### src/rtl/transpose_pkg.sv
// Shared types and sizing helpers for the streaming tile-transpose controller.
package transpose_pkg;

    // Controller phases: wait for start, fill the tile, replay it transposed.
    typedef enum logic [1:0] {
        IDLE  = 2'd0,
        LOAD  = 2'd1,
        DRAIN = 2'd2
    } state_e;

    // Width of the optional stall counter.
    localparam int STALL_CNT_W = 16;

    // Index counter width for a dimension: clog2, never narrower than 1 bit.
    function automatic int cnt_w(input int n);
        return (n <= 2) ? 1 : $clog2(n);
    endfunction

endpackage

### src/rtl/transpose_tile_buf.sv
// Tile buffer: ROWS x COLS elements in plain flops, one synchronous write
// port and one combinational read port. Contents are intentionally not reset.
module transpose_tile_buf
    import transpose_pkg::*;
#(
    parameter int DATA_WIDTH = 8,
    parameter int ROWS       = 4,
    parameter int COLS       = 8,
    parameter int RW         = cnt_w(ROWS),
    parameter int CW         = cnt_w(COLS)
) (
    input  logic                  clk_i,
    input  logic                  we_i,
    input  logic [RW-1:0]         wr_r_i,
    input  logic [CW-1:0]         wr_c_i,
    input  logic [DATA_WIDTH-1:0] wdata_i,
    input  logic [RW-1:0]         rd_r_i,
    input  logic [CW-1:0]         rd_c_i,
    output logic [DATA_WIDTH-1:0] rdata_o
);

    logic [ROWS-1:0][COLS-1:0][DATA_WIDTH-1:0] mem_q;

    // Element write; no reset since stale data is never read before a refill.
    always_ff @(posedge clk_i) begin
        if (we_i) begin
            mem_q[wr_r_i][wr_c_i] <= wdata_i;
        end
    end

    assign rdata_o = mem_q[rd_r_i][rd_c_i];

endmodule

### src/rtl/transpose_stream_ctrl.sv
// Streaming tile-transpose controller: loads one IN_ROWS x IN_COLS matrix
// row-major and replays it column-major through a registered output stage.
// Optional build macro TRANSPOSE_CTRL_STATS_EN adds a saturating stall_cnt
// output counting drain cycles where the downstream back-pressures.
module transpose_stream_ctrl
    import transpose_pkg::*;
#(
    parameter int DATA_WIDTH = 8,
    parameter int IN_ROWS    = 4,
    parameter int IN_COLS    = 8
) (
    input  logic                   clk_p,
    input  logic                   rst_n,
    input  logic                   start,
    output logic                   busy,
    output logic                   done,
    input  logic [DATA_WIDTH-1:0]  in_data,
    input  logic                   in_valid,
    output logic                   in_ready,
    output logic [DATA_WIDTH-1:0]  out_data,
    output logic                   out_valid,
    input  logic                   out_ready,
    output logic                   out_row_end,
    output logic                   out_last
`ifdef TRANSPOSE_CTRL_STATS_EN
    ,
    output logic [STALL_CNT_W-1:0] stall_cnt
`endif
);

    localparam int RW = cnt_w(IN_ROWS);
    localparam int CW = cnt_w(IN_COLS);
    localparam logic [RW-1:0] R_MAX = RW'(IN_ROWS - 1);
    localparam logic [CW-1:0] C_MAX = CW'(IN_COLS - 1);

    state_e                  state_q, state_d;
    logic [RW-1:0]           wr_r_q, rd_r_q;
    logic [CW-1:0]           wr_c_q, rd_c_q;
    logic                    rd_done_q;
    logic                    done_q;
    logic                    out_valid_q, out_row_end_q, out_last_q;
    logic [DATA_WIDTH-1:0]   out_data_q;
    logic [DATA_WIDTH-1:0]   rdata;

    logic in_acc, wr_last, rd_last, ld_out, out_hs;

    assign in_ready = (state_q == LOAD);
    assign busy     = (state_q != IDLE);
    assign in_acc   = in_valid && in_ready;
    assign wr_last  = in_acc && (wr_r_q == R_MAX) && (wr_c_q == C_MAX);
    assign rd_last  = (rd_r_q == R_MAX) && (rd_c_q == C_MAX);
    assign out_hs   = out_valid_q && out_ready;
    // Refill the output register whenever it is empty or being consumed,
    // as long as the tile still has unread elements.
    assign ld_out   = (state_q == DRAIN) && !rd_done_q && (!out_valid_q || out_ready);

    transpose_tile_buf #(
        .DATA_WIDTH (DATA_WIDTH),
        .ROWS       (IN_ROWS),
        .COLS       (IN_COLS),
        .RW         (RW),
        .CW         (CW)
    ) u_buf (
        .clk_i   (clk_p),
        .we_i    (in_acc),
        .wr_r_i  (wr_r_q),
        .wr_c_i  (wr_c_q),
        .wdata_i (in_data),
        .rd_r_i  (rd_r_q),
        .rd_c_i  (rd_c_q),
        .rdata_o (rdata)
    );

    // Next state; DRAIN lingers through the done cycle so a start there is dropped.
    always_comb begin
        state_d = state_q;
        case (state_q)
            IDLE:    if (start)   state_d = LOAD;
            LOAD:    if (wr_last) state_d = DRAIN;
            DRAIN:   if (done_q)  state_d = IDLE;
            default:              state_d = IDLE;
        endcase
    end

    // State and write/read index counters (row-major writes, column-major reads).
    always_ff @(posedge clk_p or negedge rst_n) begin
        if (!rst_n) begin
            state_q <= IDLE;
            wr_r_q  <= '0;
            wr_c_q  <= '0;
            rd_r_q  <= '0;
            rd_c_q  <= '0;
        end else begin
            state_q <= state_d;
            if (in_acc) begin
                if (wr_c_q == C_MAX) begin
                    wr_c_q <= '0;
                    wr_r_q <= (wr_r_q == R_MAX) ? '0 : wr_r_q + 1'b1;
                end else begin
                    wr_c_q <= wr_c_q + 1'b1;
                end
            end
            if (ld_out) begin
                if (rd_r_q == R_MAX) begin
                    rd_r_q <= '0;
                    rd_c_q <= (rd_c_q == C_MAX) ? '0 : rd_c_q + 1'b1;
                end else begin
                    rd_r_q <= rd_r_q + 1'b1;
                end
            end
        end
    end

    // Output register with row/last qualifiers; holds while stalled.
    always_ff @(posedge clk_p or negedge rst_n) begin
        if (!rst_n) begin
            out_data_q    <= '0;
            out_valid_q   <= 1'b0;
            out_row_end_q <= 1'b0;
            out_last_q    <= 1'b0;
            rd_done_q     <= 1'b0;
            done_q        <= 1'b0;
        end else begin
            if (ld_out) begin
                out_data_q    <= rdata;
                out_row_end_q <= (rd_r_q == R_MAX);
                out_last_q    <= rd_last;
                out_valid_q   <= 1'b1;
            end else if (out_hs) begin
                out_valid_q   <= 1'b0;
            end
            if (state_q != DRAIN)      rd_done_q <= 1'b0;
            else if (ld_out && rd_last) rd_done_q <= 1'b1;
            done_q <= out_hs && out_last_q;
        end
    end

    assign out_data    = out_data_q;
    assign out_valid   = out_valid_q;
    assign out_row_end = out_row_end_q;
    assign out_last    = out_last_q;
    assign done        = done_q;

`ifdef TRANSPOSE_CTRL_STATS_EN
    logic [STALL_CNT_W-1:0] stall_q;

    // Saturating back-pressure counter, cleared by each accepted start.
    always_ff @(posedge clk_p or negedge rst_n) begin
        if (!rst_n) begin
            stall_q <= '0;
        end else if (state_q == IDLE && start) begin
            stall_q <= '0;
        end else if (state_q == DRAIN && out_valid_q && !out_ready && stall_q != '1) begin
            stall_q <= stall_q + 1'b1;
        end
    end

    assign stall_cnt = stall_q;
`endif

endmodule

### config.mk
export PLATFORM = sky130hd
export DESIGN_NAME = transpose_stream_ctrl
export DESIGN_NICKNAME = d
export VERILOG_FILES = /design/src/rtl/transpose_pkg.sv /design/src/rtl/transpose_tile_buf.sv /design/src/rtl/transpose_stream_ctrl.sv
export SDC_FILE = /design/constraint.sdc
export NUM_CORES = 1
export LEC_CHECK = 0
export ABC_AREA = 1
export BUFFER_PORTS_ARGS = -buffer_cell sky130_fd_sc_hd__buf_2
export CORE_UTILIZATION = 45
export DETAILED_ROUTE_END_ITERATION = 12
export GPL_ROUTABILITY_DRIVEN = 0
export PLACE_DENSITY_LB_ADDON = 0.25
export SYNTH_ARGS = -nofsm -noshare
export SYNTH_HDL_FRONTEND = slang
export SYNTH_SLANG_ARGS = --single-unit
export TNS_END_PERCENT = 1
### constraint.sdc
create_clock -name clk_p -period 1.55 [get_ports clk_p]
set_input_delay 0.155 -clock clk_p [delete_from_list [all_inputs] [get_ports clk_p]]
set_output_delay 0.155 -clock clk_p [all_outputs]
set_load 0.01 [all_outputs]
==> results of run 1 <==
## area by class of cell
class / instances / area [um^2]
fillers: 2028 / 10400
clock inverters: 14 / 63.8
multi-input cells: 647 / 3490
well taps: 330 / 413
inverters: 22 / 100
flip-flops and latches: 281 / 8320
repair buffers: 130 / 1540
clock buffers: 36 / 752
## power groups by stage
stage	clock (mW)	combinational, mW	sequential [mW]
2_1_floorplan	0	5.46	9.32
5_1_grt	6.50	12.1	9.29
3_5_place_dp	0	9.16	9.36
4_1_cts	6.21	10.9	9.25
6_report	6.12	11.2	9.25
3_3_place_gp	0	9.06	9.36
## metal layers
metal,vias to the layer above,global-route usage [%]
met5,-,0
li1,3707,-
met3,61,3.06
met1,3942,33.4
met4,0,8.15
met2,275,38.4
## sequential cells by signal (all words and copies together) (netlist names), 2 cells and up
signal and cells:
wr_c_q 3, rd_c_q 3, rd_r_q 2, u_buf.mem_q 256, out_data 8, state_q 2
wr_r_q 2
## per-stage QoR
step	worst slack, ps	cell area (um^2)
final	-107	14700
after global routing	-184	14700
after CTS	-61.4	14600
after detailed placement	-170	12800
after global placement	-194	12800
after floorplan	39.4	11800
## how the worst min path moves through the flow
stage                     cells after the start  startpoint                to
final                                         1  in_data[4]   u_buf.mem_q[68]
after global routing                          1  in_data[2]   u_buf.mem_q[18]
after CTS                                     1  in_data[2]  u_buf.mem_q[194]
after detailed placement                      1       rst_n              done
after global placement                        1       rst_n              done
after floorplan                               0       rst_n              done
## what timing repair did
item,CTS,global route
setup endpoints to repair,248,272
hold endpoints to repair,28,0
resized for setup,101,24
cloned,6,1
pin swaps,52,25
hold buffers,3,0
buffers inserted,20,1
## logic make-up after synthesis
logic type	synth area share, %
adders and majority gates	0.981
buffers and inverters	3.08
AOI/OAI and AO/OA	0.665
and+or+nand+nor	22.9
DFF	72.4
## placed cells by master, fill, tap and decap left out, drive strengths merged
cell	count
inv	17
o22ai	1
edfxtp	256
nand2	353
clkbuf	37
dfrtp	25
nor2	40
nand3	230
clkinvlp	1
clkinv	18
o21ai	13
a21oi	1
buf	126
dlygate4sd3	3
ha	9
==> flow_summary.ini, run 1 <==
[outcome]
status = finished, violations left
violations = negative setup slack

[synthesis]
synthesis.nets = 1027
synth_area_um2 = 11500
yosysTopAreaCell = edfxtp_1
synth.most_common_cell = nand2_1
synthTopCellsByCount = 352 x nand2_1, 256 x edfxtp_1, 230 x nand3_1
synthTopCellsByArea = edfxtp_1 67%, nand2_1 12%, nand3_1 10%
yosysWarnings = 0
synth.ff_latch_count = 281
synthArstFlopShare_pct = 8.90
synth_edf_count = 256
ys.flop_type = edfxtp_1
netlist.area_leader.share_pct = 66.9
yosysSeqAreaShare_pct = 72.4
synthDistinctLibCells = 17
synthCells = 1005
avgSynthCellArea_um2 = 11.4

[finish]
antenna_cells = 0
syn2layout_area_growth_pct = 27.8
post-route-util_pct = 58.5
drive_gt1_share_pct = 26.4
fin_nets = 1133
finalNonFillerCells = 1460

[global_route]
grt_antenna_before_repair = 0
grt_overflow = 0
grt_pass1_vias = 7984
grt_pass1_wl_mm = 46.6
grt_max_degree = 36
grt.total_usage_pct = 23.8

[worst_setup_path]
cp-startpoint = rd_r_q[0]
slowest_stage = dfrtp_4
rr_endpoint = out_data[5]
critPathCaptureType = register
timing.reg2reg.setup_slack_ps = -110
critPathMaxStageDelay_ps = 520
r2r-start = rd_r_q[0]
crit_chain = clkinv_8 > buf_12 > buf_16 > nand2_1 > nand3_2 > nand3_2 > nand2_1 > nand2_2 > nand3_2 > nand3_1 > nand2_1
crit_cells = 11
crit_end = out_data[5]
startpoint_type = register
worst-r2r-cell-count = 11
crit_family = simple AND/OR/NAND/NOR gates
worstPathRequired_ps = 1970
cp.arrival_ps = 2070
critPathMaxFanout = 6
worst-setup-path-type = reg -> reg
crit_buf_inv = 3

[power]
clockPowerShare_pct = 23.0
intPower_mw = 16.6
vdd_ir_drop_max_uv = 1290
leakagePower_nw = 5.47
power.switching_mw = 9.98
seq_power_share_pct = 34.8
power_density_nw_per_um2 = 1810
share_comb_of_total_power_pct = 42.2
p_total_mw = 26.6
swShare_pct = 37.5

[floorplanning]
die_x_um = 162
start_util_pct = 45.7
ios = 27
dieHeight_um = 162
die-area_um2 = 26200
row_count = 58
coreArea_um2 = 25100

[sta]
worst_pin_slew_ps = 611
rsz0062_at_grt = yes
tns_ps = -842
max-slew-margin-rel_pct = 59.3
fin_crit_sh_pct = 107
fmax_mhz = 603
maxSlewViolCount = 0
holdWs_ps = 67.9
hold_violations = 0
skew_ps = 17.2
setup_ws_ps = -107
setup_viol = 14
finalCriticalPeriod_ps = 1660

[route]
routed_wl_mm = 30.0
drt-wirelength-per-cell_um = 20.5
postRouteAntennaNets = 0
drc = 0
drtIter0Drc = 871
wl_met1_mm = 12.8
vias = 7985
dr_wl_met3_mm = 1.74
first_pass_iters = 5
via_per_inst = 5.47
wl_met2_mm = 14.5
top_layer = met4

[flow_run]
cap_violations = 0

[clock_tree]
cts.clk_slew.worst_paths_ps = 60
clk_path_buf_depth = 3
cts_sinks = 281
insertion_delay_ps = 540
h-tree-depth = 1
cts_tree = done
cts_root_buffer = clkbuf_16
numCtsBuffers = 29

[placement]
io_buffers = 26
dpl.hpwl_mm = 18.0
placed_cells = 1379

[worst_hold_path]
min_path_type = in -> reg
(Power assumes the default switching activity.)
==> run 2, diff against run 1 <==
==> constraint.sdc (replaced) <==
create_clock -name clk_p -period 1.6 [get_ports clk_p]
set_input_delay 0.16 -clock clk_p [delete_from_list [all_inputs] [get_ports clk_p]]
set_output_delay 0.16 -clock clk_p [all_outputs]
set_load 0.01 [all_outputs]
==> run 2 against run 1 <==
The run still ends with negative setup slack left. Via count increased by 0.29%. Global-route usage decreased by 0.27 points. Critical path depth decreased by 1. Sequential cell count unchanged. Setup slack improved by 5.7 ps.
==> flow_summary.ini, run 2 (synthesis gave the netlist of run 1 again) <==
[route]
routed_wl_mm = 30.5
drc = 0
first_pass_iters = 6
via_per_inst = 5.55
drtIter0Drc = 753
drt-wirelength-per-cell_um = 21.2
postRouteAntennaNets = 0
vias = 8008

[sta]
tns_ps = -589
fmax_mhz = 588
worst_pin_slew_ps = 657
holdWs_ps = 43.8
maxSlewViolCount = 0
rsz0062_at_grt = yes
hold_violations = 0
max-slew-margin-rel_pct = 56.2
skew_ps = 18.3
setup_ws_ps = -102
setup_viol = 9
finalCriticalPeriod_ps = 1700
fin_crit_sh_pct = 106

[finish]
drive_gt1_share_pct = 21.0
antenna_cells = 0
fin_area_um2 = 14200
largest_reg_flops = 256
syn2layout_area_growth_pct = 23.8
top_register = u_buf.mem_q
fin_nets = 1113
final_common_cell = nand2_1
final_cell_mix = 338 x nand2_1, 256 x edfxtp_1, 203 x nand3_1, 37 x buf_4, 31 x clkbuf_16

[global_route]
grt_max_degree = 34
grt_pass1_wl_mm = 45.4
grt.total_usage_pct = 23.5
grt_pass1_vias = 7741
grt_overflow = 0
grt_antenna_before_repair = 0

[floorplanning]
die_x_um = 162
row_count = 58
ios = 27
die-area_um2 = 26200
coreArea_um2 = 25100
start_util_pct = 45.7
dieHeight_um = 162

[worst_hold_path]
min_path_type = in -> reg
whs_path_depth = 1

[placement]
dpl.hpwl_mm = 19.4
post_dp_cell_area_um2 = 12800
io_buffers = 26

[worst_setup_path]
slowest_stage = dfrtp_4
worst-setup-path-type = reg -> reg
critPathCaptureType = register
critPathMaxFanout = 22
critPathMaxStageDelay_ps = 550
startpoint_type = register
worst-r2r-cell-count = 10
worstPathRequired_ps = 2050
cp.arrival_ps = 2150
crit_chain = buf_12 > buf_12 > nand2_1 > nand3_1 > nand3_1 > nand2_1 > nand2_1 > nand3_1 > nand3_1 > nand2_1

[outcome]
status = finished, violations left
violations = negative setup slack

[clock_tree]
cts_root_buffer = clkbuf_16
cts_tree = done
numCtsBuffers = 29
h-tree-depth = 1
cts.clk_slew.worst_paths_ps = 60
insertion_delay_ps = 560
cts_sinks = 281
clk_path_buf_depth = 3

[flow_run]
cap_violations = 0

[power]
power_density_nw_per_um2 = 1800
leakagePower_nw = 5.32
vdd_ir_drop_max_uv = 1490
==> run 2: stage by stage <==
stage	util (%)	std cells	power (mW)	setup slack [ps]
detailed placement	50.8	1374	17.8	-169
floorplan	-	1005	14.2	-88.3
global route	56.6	1444	26.8	-165
global placement	50.8	1374	17.8	-157
CTS	55.4	1434	25.0	-69.4
finish	56.6	1444	25.6	-102
==> run 2: per-layer routing <==
layer	global-route usage (%)	wire [um]	up-vias	part of all wire, %
met2	38.2	14500	331	48
met1	31.3	12500	3916	41
met4	8.83	1150	0	3.8
met3	4.75	2370	84	7.8
li1	-	-	3677	-
met5	0	0	-	0
==> run 2: what timing repair did <==
item,4_1_cts,5_1_grt
setup endpoints to repair,125,269
endpoints found under the hold margin,33,0
setup buffers,1,7
gates resized for setup,24,41
pin swaps,1,12
hold buffers,4,0
cloned,1,3
==> run 2: final timing paths <==
kind                             start               end  slack [ps]
max                          rd_r_q[0]       out_data[3]        -100
min                         in_data[3]  u_buf.mem_q[163]          40
max reg2reg                  rd_r_q[0]       out_data[3]        -100
min reg2reg                out_row_end       out_row_end         520
max in group asynchronous        rst_n         rd_r_q[0]         920
min in group asynchronous        rst_n        state_q[1]         180
==> run 2: critical path: cells and delay by family, from the launching register on <==
| family | cells | cell delay, ps |
|---|---|---|
| buffers and inverters | 2 | 330 |
| AND/OR/NAND/NOR | 8 | 700 |
| flip-flops | 1 | 550 |
==> run 2: area by class of cell <==
| cell class | instances | area, um^2 |
|---|---|---|
| clock inverter | 16 | 183 |
| tap | 330 | 413 |
| inverter | 22 | 100 |
| clock buffer | 38 | 790 |
| multi-input combinational | 647 | 3200 |
| sequential | 281 | 8320 |
| timing repair buffer | 109 | 1210 |
| timing repair inverter | 1 | 8.76 |
| fill | 2101 | 10900 |
==> run 2: where the power goes <==
group | internal [mW] | switching (mW)
clock | 4.11 | 2.74
sequential | 8.63 | 0.436
combinational | 3.46 | 6.24
==> run 3, diff against run 2 <==
--- a/config.mk
+++ b/config.mk
@@ -5,7 +5,6 @@
 export SDC_FILE = /design/constraint.sdc
 export NUM_CORES = 1
 export LEC_CHECK = 0
-export ABC_AREA = 1
 export BUFFER_PORTS_ARGS = -buffer_cell sky130_fd_sc_hd__buf_2
 export CORE_UTILIZATION = 45
 export DETAILED_ROUTE_END_ITERATION = 12
==> run 3 against run 2 <==
The run still ends with negative setup slack left. Sequential power decreased by 2.9%. Critical endpoint is now out_data[0]. Setup slack got worse by 270 ps. Largest power group is now sequential cells. Sequential share of layout area increased by 2.2 points. Worst hold slack improved by 120 ps. Register-to-register slack got worse by 270 ps.
==> flow_summary.ini, run 3 <==
[outcome]
status = finished, violations left
violations = negative setup slack

[synthesis]
synthXorXnorAreaFrac_pct = 0
synth_fa_ha_area_share_pct = 0.995
synthDistinctLibCells = 39
synth.ff_latch_count = 281
avgSynthCellArea_um2 = 17.1
synth_compound_area_share_pct = 7.57
synthTopCellsByArea = edfxtp_1 68%, mux2i_1 11%, dfrtp_1 5.5%
synth_area_um2 = 11300
yosysTopAreaCell = edfxtp_1
yosysWarnings = 0
yosys.area_share.simple_pct = 3.78
synthMuxAreaShare_pct = 11.5
netlist.area_leader.share_pct = 67.9
yosysSeqAreaShare_pct = 73.4
synth_top_family_by_area = multiplexers
synth.most_common_cell = edfxtp_1
ys.flop_type = edfxtp_1
synthCells = 661
synth_edf_count = 256
synthesis.nets = 683
synthTopCellsByCount = 256 x edfxtp_1, 128 x mux2i_1, 37 x nor2_1
synthArstFlopShare_pct = 8.90

[flow_run]
cap_violations = 0

[route]
postRouteAntennaNets = 0
drt-wirelength-per-cell_um = 23.4
first_pass_iters = 5
drc = 0
via_per_inst = 5.66
drtIter0Drc = 459
routed_wl_mm = 25.6
vias = 6197

[clock_tree]
cts.clk_slew.worst_paths_ps = 60
insertion_delay_ps = 550
h-tree-depth = 1
cts_root_buffer = clkbuf_16
clk_path_buf_depth = 3
numCtsBuffers = 28
cts_sinks = 281
cts_tree = done

[worst_setup_path]
critPathMaxFanout = 6
worst-setup-path-type = reg -> reg
critPathCaptureType = register
startpoint_type = register
cp-startpoint = rd_r_q[0]
worstPathRequired_ps = 2050
cp.arrival_ps = 2430
r2r-start = rd_r_q[0]

[sta]
fmax_mhz = 506
fin_crit_sh_pct = 123
setup_ws_ps = -376
worst_pin_slew_ps = 744
skew_ps = 14.8
setup_viol = 96
tns_ps = -4690
hold_violations = 0
rsz0062_at_grt = yes
max-slew-margin-rel_pct = 50.4
maxSlewViolCount = 0
finalCriticalPeriod_ps = 1980

[finish]
finalNonFillerCells = 1094
n_fill_cell = 1885
antenna_cells = 0
fin_area_um2 = 13700
post-route-util_pct = 56.0
top_register = u_buf.mem_q
seqCellArea_um2 = 8320
final_common_cell = edfxtp_1
largest_reg_flops = 256
syn2layout_area_growth_pct = 21.0
drive_gt1_share_pct = 29.5
final_cell_mix = 256 x edfxtp_1, 128 x mux2i_1, 53 x buf_4, 32 x nor2_4, 28 x clkbuf_16
fin_nets = 772
multiInputGateArea_um2 = 3190

[floorplanning]
row_count = 57
ios = 27
die-area_um2 = 25800
dieHeight_um = 161
coreArea_um2 = 24500
start_util_pct = 46.3
die_x_um = 161

[global_route]
grt_max_degree = 33
grt_pass1_vias = 6299
grt.total_usage_pct = 20.4
grt_antenna_before_repair = 0
grt_overflow = 0
grt_pass1_wl_mm = 38.7

[placement]
placed_cells = 1035
post_dp_cell_area_um2 = 12500
io_buffers = 26
dpl.hpwl_mm = 16.3

[worst_hold_path]
min_path_type = in -> async

[power]
leakagePower_nw = 4.80
vdd_ir_drop_max_uv = 967
power_density_nw_per_um2 = 1430
==> run 3: cell count changes after synthesis, sizes merged, moves of 5 or more <==
cell,change
a221oi,+16
nand2b,+5
a22oi,+32
o41ai,+8
a21oi,+16
o21ai,-9
o22ai,+7
nand2,-326
inv,-15
a22o,+17
buf,-20
mux2i,+128
nand3,-229
==> run 3: stage by stage <==
| stage | worst slack (ps) | hold slack (ps) | total power, mW |
|---|---|---|---|
| after floorplan | -71.5 | -136 | 11.5 |
| after global placement | -512 | 214 | 12.9 |
| after detailed placement | -575 | 225 | 13.0 |
| after CTS | -354 | 184 | 19.7 |
| after global routing | -413 | 192 | 20.3 |
| final | -376 | 163 | 19.6 |
==> run 3: metal layers <==
layer | part of all wire [%] | GRT usage [%]
met1 | 44 | 28.7
met2 | 48 | 33.3
met3 | 5.5 | 2.74
met4 | 2.1 | 5.63
met5 | 0 | 0
==> run 3: repair_timing <==
| item | CTS | global route |
|---|---|---|
| buffers inserted | 5 | 0 |
| hold endpoints to repair | 30 | 0 |
| resized for setup | 30 | 8 |
| pin swaps | 33 | 4 |
| cloned | 1 | 0 |
| hold buffers | 4 | 0 |
| endpoints found under the setup margin | 273 | 275 |
==> run 3: cell families (layout without fill, tap and decap cells) <==
family	count (synthesis)	in the layout
flip-flops	281	281
buffers and inverters	42	151
multiplexers	130	130
AND/OR/NAND/NOR	93	93
adder cells (fa/ha/maj)	9	9
AO/OA/AOI/OAI	106	106
==> run 3: worst max-delay path, cell delays in order (launching register included) <==
cell and delay (ps):
dfrtp_4 520, buf_4 180, buf_4 130, mux2i_1 110, a22o_1 190, a221oi_2 280
o22ai_1 150, o41ai_2 320
==> run 3: path summary, 6_finish.rpt <==
check | slack, ps | to | depth (start not counted)
setup / recovery | -380 | out_data[0] | 7
hold / removal | 160 | out_row_end | 2
setup reg to reg | -380 | out_data[0] | 7
hold reg to reg | 460 | state_q[1] | 1
max in group asynchronous | 950 | rd_r_q[0] | 2
min in group clk_p | 190 | u_buf.mem_q[155] | 1
==> run 3: cell type report <==
| class | count | area share (%) |
|---|---|---|
| Inverter | 3 | 0.0822 |
| Tap cell | 324 | 2.96 |
| Multi-Input combinational cell | 338 | 23.3 |
| Timing Repair Buffer | 98 | 6.25 |
| Clock inverter | 11 | 1.00 |
| Sequential cell | 281 | 60.7 |
| Clock buffer | 39 | 5.71 |
==> run 3: where the power goes <==
part           internal (mW)  total (mW)  switching (mW)
Clock                   3.88        6.50            2.62
Combinational           1.89        4.34            2.45
Sequential              8.50        8.80           0.301
Total                   14.3        19.6            5.37
